### config.mk
export PLATFORM = sky130hd
export DESIGN_NAME = int_ctrl
export DESIGN_NICKNAME = d
export VERILOG_FILES = /design/src/rtl/int_ctrl.sv
export SDC_FILE = /design/constraint.sdc
export NUM_CORES = 1
export LEC_CHECK = 0
export CAP_MARGIN = 10
export CORE_ASPECT_RATIO = 1.2
export CORE_UTILIZATION = 42
export DETAILED_ROUTE_END_ITERATION = 12
export PLACE_DENSITY = 0.86
export SLEW_MARGIN = 25
export SYNTH_ARGS = -nofsm -noshare
export SYNTH_HDL_FRONTEND = slang
export SYNTH_HIERARCHICAL = 1
export SYNTH_SLANG_ARGS = --single-unit
### constraint.sdc
create_clock -name clk -period 2.4 [get_ports clk]
set_input_delay 0.6 -clock clk [delete_from_list [all_inputs] [get_ports clk]]
set_output_delay 0.6 -clock clk [all_outputs]
set_load 0.01 [all_outputs]
### src/rtl/int_ctrl.sv
// int_ctrl: memory-mapped interrupt controller.
//   Latches / masks N_SRC interrupt lines, picks the lowest-index eligible
//   source and sequences it through request -> ack -> eret, one at a time.
//   Optional macro INT_CTRL_STATS_EN adds per-source 16-bit accept counters.
// Ports:
//   clk, reset      : clock, async active-high reset
//   src[N_SRC]      : raw interrupt lines (bit0 = highest priority)
//   Addr/WE/Din     : word-offset register write port
//   Dout            : combinational register read data for Addr
//   irq/vec         : registered request and source index to the CPU
//   ack/eret        : CPU handler entry / return pulses
// Register map: 0 PEND (W1C, edge bits), 1 MASK, 2 MODE (1=edge),
//   3 STATUS {state,busy,0}, 4+i CNT[i] (stats), write 0xF clears CNTs.

// Per-source pending cell: keeps the line history and the edge latch.
module int_ctrl_src (
  input  logic clk,
  input  logic reset,
  input  logic line,
  input  logic edge_mode,
  input  logic clr,
  output logic pend
);
  logic line_q, edg;

  always_ff @(posedge clk or posedge reset) begin
    if (reset) begin
      line_q <= 1'b0;
      edg    <= 1'b0;
    end else begin
      line_q <= line;
      // latch is held clear in level mode so a mode flip never exposes stale edges
      if (!edge_mode)          edg <= 1'b0;
      else if (line & ~line_q) edg <= 1'b1;  // set beats clear
      else if (clr)            edg <= 1'b0;
    end
  end

  assign pend = edge_mode ? edg : line;
endmodule

module int_ctrl #(
  parameter int N_SRC = 6,
  parameter int VEC_W = 3
) (
  input  logic             clk,
  input  logic             reset,
  input  logic [N_SRC-1:0] src,
  input  logic [3:0]       Addr,
  input  logic             WE,
  input  logic [31:0]      Din,
  output logic [31:0]      Dout,
  output logic             irq,
  output logic [VEC_W-1:0] vec,
  input  logic             ack,
  input  logic             eret
);
  typedef enum logic [1:0] {IDLE = 2'd0, REQ = 2'd1, SERV = 2'd2} state_t;

  state_t           state, state_nx;
  logic             irq_nx;
  logic [VEC_W-1:0] vec_nx, sel;
  logic [N_SRC-1:0] mask, mode, pend, elig, clr, elig_sh;
  logic             ack_ok, cur_elig, busy;

  assign ack_ok   = (state == REQ) && ack;
  assign elig     = pend & mask;
  assign elig_sh  = elig >> vec;
  assign cur_elig = elig_sh[0];
  assign busy     = (state != IDLE);

  for (genvar i = 0; i < N_SRC; i++) begin : g_src
    assign clr[i] = (WE && Addr == 4'h0 && Din[i]) ||
                    (ack_ok && vec == VEC_W'(i));
    int_ctrl_src u_src (
      .clk      (clk),
      .reset    (reset),
      .line     (src[i]),
      .edge_mode(mode[i]),
      .clr      (clr[i]),
      .pend     (pend[i])
    );
  end

  // lowest set index wins
  always_comb begin
    sel = '0;
    for (int i = N_SRC - 1; i >= 0; i--)
      if (elig[i]) sel = VEC_W'(i);
  end

  always_ff @(posedge clk or posedge reset) begin
    if (reset) begin
      mask <= '0;
      mode <= '0;
    end else if (WE) begin
      if (Addr == 4'h1) mask <= Din[N_SRC-1:0];
      if (Addr == 4'h2) mode <= Din[N_SRC-1:0];
    end
  end

  always_ff @(posedge clk or posedge reset) begin
    if (reset) begin
      state <= IDLE;
      irq   <= 1'b0;
      vec   <= '0;
    end else begin
      state <= state_nx;
      irq   <= irq_nx;
      vec   <= vec_nx;
    end
  end

  always_comb begin
    state_nx = state;
    irq_nx   = irq;
    vec_nx   = vec;
    case (state)
      IDLE: begin
        irq_nx = 1'b0;
        if (|elig) begin
          state_nx = REQ;
          irq_nx   = 1'b1;
          vec_nx   = sel;
        end
      end
      REQ: begin
        // ack beats a same-cycle withdrawal
        if (ack) begin
          state_nx = SERV;
          irq_nx   = 1'b0;
        end else if (!cur_elig) begin
          state_nx = IDLE;
          irq_nx   = 1'b0;
        end
      end
      SERV: begin
        irq_nx = 1'b0;
        if (eret) state_nx = IDLE;
      end
      default: begin
        state_nx = IDLE;
        irq_nx   = 1'b0;
      end
    endcase
  end

`ifdef INT_CTRL_STATS_EN
  logic [N_SRC-1:0][15:0] cnt;

  for (genvar i = 0; i < N_SRC; i++) begin : g_cnt
    always_ff @(posedge clk or posedge reset) begin
      if (reset)                                       cnt[i] <= '0;
      else if (WE && Addr == 4'hF)                     cnt[i] <= '0;
      else if (ack_ok && vec == VEC_W'(i) && cnt[i] != 16'hFFFF)
                                                       cnt[i] <= cnt[i] + 16'd1;
    end
  end
`endif

  always_comb begin
    Dout = '0;
    case (Addr)
      4'h0: Dout[N_SRC-1:0] = pend;
      4'h1: Dout[N_SRC-1:0] = mask;
      4'h2: Dout[N_SRC-1:0] = mode;
      4'h3: Dout[3:0]       = {state, busy, 1'b0};
      default: begin
`ifdef INT_CTRL_STATS_EN
        for (int i = 0; i < N_SRC; i++)
          if (Addr == 4'(4 + i)) Dout[15:0] = cnt[i];
`endif
      end
    endcase
  end
endmodule

==> flow_summary.ini, run 1 <==
[run_status]
status = finished, final reports clean

[global_route]
grt_max_degree = 13
grt_remaining_overflow = 0
grt_usage_pct = 20.38
grt_pass1_vias = 1482
grt_pass1_wl_mm = 7.065
antenna_found_initial = 0

[worst_setup_path]
max_stage_delay_ns = 0.47
worstPathCellList = mux2_4 -> mux4_2 -> and2_4 -> buf_6
crit_required_ns = 1.80
critPathKind = register to primary output
end_kind = primary output
cp-startpoint = mode[2]$_DFFE_PP0P_
critPathLaunchType = register
worstPathArrival_ns = 1.71
crit-reg2reg-launch = mode[0]$_DFFE_PP0P_
worstPathMaxFanout = 2
crit_slowest_cell = mux4_2

[route]
vias_per_cell = 5.093
num_vias = 1477
drt-total-wl_mm = 4.203
antenna_left = 0
drt_iter0_markers = 58
wire_per_inst_um = 14.49
drc_errors = 0
first_pass_iters = 4

[floorplanning]
core-area_um2 = 4262
io_pins = 83
die_y_um = 75.20
die_w_um = 63
fp.dieArea_um2 = 4738
num_rows = 26
start_util_pct = 44.01

[cells_and_area]
syn2layout_area_growth_pct = 27.02
fill_cells = 392
final_nets = 282
drive_gt1_share_pct = 26.92
antennaDiodeCount = 0
multi_input_area_um2 = 977.2
seq_area_um2 = 750.7

[placement]
place.detailed.hpwl_mm = 3.259
place_congestion = 0.9163
port_buffers = 30

[clocking]
cts_tree = yes
clk_path_buf_depth = 2
clk_latency_ns = 0.27
htreeDepth = 2
root_buffer = clkbuf_8
cts_setup_buffers = 0
clkSlewWorstSetupHoldPaths_ns = 0.06
cts.sinks = 30
cts-buffers-inserted = 5

[sta]
fmax_mhz = 432.1
period_share_pct = 96.42
fin_crit_ns = 2.314
setup_tns_ns = 0
skew_ns = 0.003135
slew_viol_final = 0
rsz0062_at_grt = false
hold_viol_final = 0
setup_violations = 0

[yosys]
synth_commonest_cells = dfrtp_1 (30), buf_4 (27), mux2_1 (13), nand2b_1 (13), nand2_1 (11)
synth.yosys.seq_area_share_pct = 40.03
synth.most_common_cell = dfrtp_1
synth_area_um2 = 1876
yosysWarnings = 6
synthTopCellsByArea = dfrtp_1 (40%), buf_4 (11%), mux2_1 (7.8%), mux2_4 (4.8%), nand2b_1 (4.3%)
yosys.area.top_type_share_pct = 40.03
yosys.area.top_type = dfrtp_1
synth_edf_count = 0
synth_top_flop_cell = dfrtp_1
ys_ff_latch = 30
postSynthAreaPerCell_um2 = 10.60
synthCells = 177
ys_types = 44
async_flop_share_pct = 100.0

[flow_run]
maxCapViolations = 0

[power_and_ir_drop]
power.density_nw_per_um2 = 767.3
leakage_uw = 0.001146
report.power.total_uw = 1828
vdd_drop_max_uv = 348.6

[hold_path]
hp-start = src[3]
holdCritPathClass = input pin to register
==> worst max-delay path: cells and delay by family (launching register included) <==
family                 cells  cell delay [ns]
buffers and inverters      1             0.11
DFF                        1             0.39
and+or+nand+nor            1             0.16
muxes                      2             0.78
==> flip-flops by register name (all words and copies together), names as in the netlist <==
name	cells
vec	3
mask	6
state	2
g_src.u_src/edg	6
g_src.u_src/line_q	6
irq	1
mode	6
==> cells by family after synthesis <==
family	after synthesis	synth area share, %
flip-flops	30	40.03
AND/OR/NAND/NOR	53	15.95
other	1	0.1999
AO/OA/AOI/OAI	30	13.48
multiplexers	24	16.61
buffers and inverters	39	13.74
==> area by class of cell <==
type,instances,area share (%)
multi-input cells,133,41.02
flip-flops and latches,30,31.51
repair buffers,56,19.64
clock buffers,6,3.466
well taps,56,2.941
inverters,9,1.418
==> final timing paths <==
check | to | slack (ns) | cells past startpoint
setup reg to reg | vec[0]$_DFFE_PP0P_ | 0.50 | 6
max in group asynchronous | mask[5]$_DFFE_PP0P_ | 1.14 | 3
setup / recovery | Dout[2] | 0.09 | 4
hold / removal | g_src[3].u_src/line_q$_DFF_PP0_ | 0.47 | 1
hold reg to reg | irq$_DFFE_PP0P_ | 0.48 | 1
min in group asynchronous | g_src[4].u_src/edg$_DFFE_PP0P_ | 0.72 | 2
==> per-stage QoR <==
stage / instances / cell area, µm² / hold WS [ns] / worst slack (ns) / util, %
final: 290 / 2382 / 0.4670 / 0.08581 / 55.90
after global routing: 290 / 2382 / 0.4622 / 0.009156 / 55.90
after CTS: 290 / 2377 / 0.4641 / 0.02837 / 55.78
after detailed placement: 284 / 2311 / 0.4730 / -0.7044 / 54.23
after global placement: 284 / 2311 / 0.4667 / -0.6638 / 54.23
after floorplan: 202 / 1969 / 0.3412 / 0.2134 / -
==> where the power goes <==
| group | total [µW] | switching, µW | internal, µW |
|---|---|---|---|
| Combinational | 685 | 301 | 384 |
| Sequential | 759 | 143 | 616 |
| Clock | 384 | 164 | 220 |
| Total | 1830 | 608 | 1220 |
==> per-layer routing <==
layer	vias up	part of all wire [%]	GRT usage [%]	wire, µm
met4	0	2.2	9.044	91
li1	687	-	-	-
met2	53	52	36.20	2166
met1	728	41	23.02	1740
met3	9	4.9	5.758	204
met5	-	0	0	0
==> layout by cell type, fill, tap and decap left out, types with 2 or more instances in the layout <==
master	Yosys	layout
mux2_1	13	13
nand2_1	11	11
clkdlybuf4s50_1	0	16
a2111oi_2	1	2
o21ai_1	2	2
inv_1	9	9
conb_1	1	26
a21boi_2	6	6
mux2_4	6	6
nand4b_1	2	2
clkbuf_8	0	6
mux4_2	2	2
a32o_1	3	3
a21oi_1	5	5
nor2b_1	2	2
nor3_1	3	3
nand2b_1	13	13
and2_4	0	2
dfrtp_1	30	30
buf_6	1	3
dlygate4sd2_1	0	4
nand3_1	2	2
buf_4	27	25
mux2i_1	3	3
a22o_1	2	2
nor2_1	8	8
buf_2	2	5
a22oi_1	2	2
==> repair_timing <==
item	CTS	global route
pin swaps	3	1
gates resized for setup	46	3
endpoints found under the setup margin	6	2
hold buffers	0	0
Note: power is estimated with default switching activity, not from simulation.
==> run 2, diff against run 1 <==
Settings changed: SLEW_MARGIN 25 to 20.
==> results of run 2 <==
No change in the layout: final DEF, timing and power equal those of run 1.
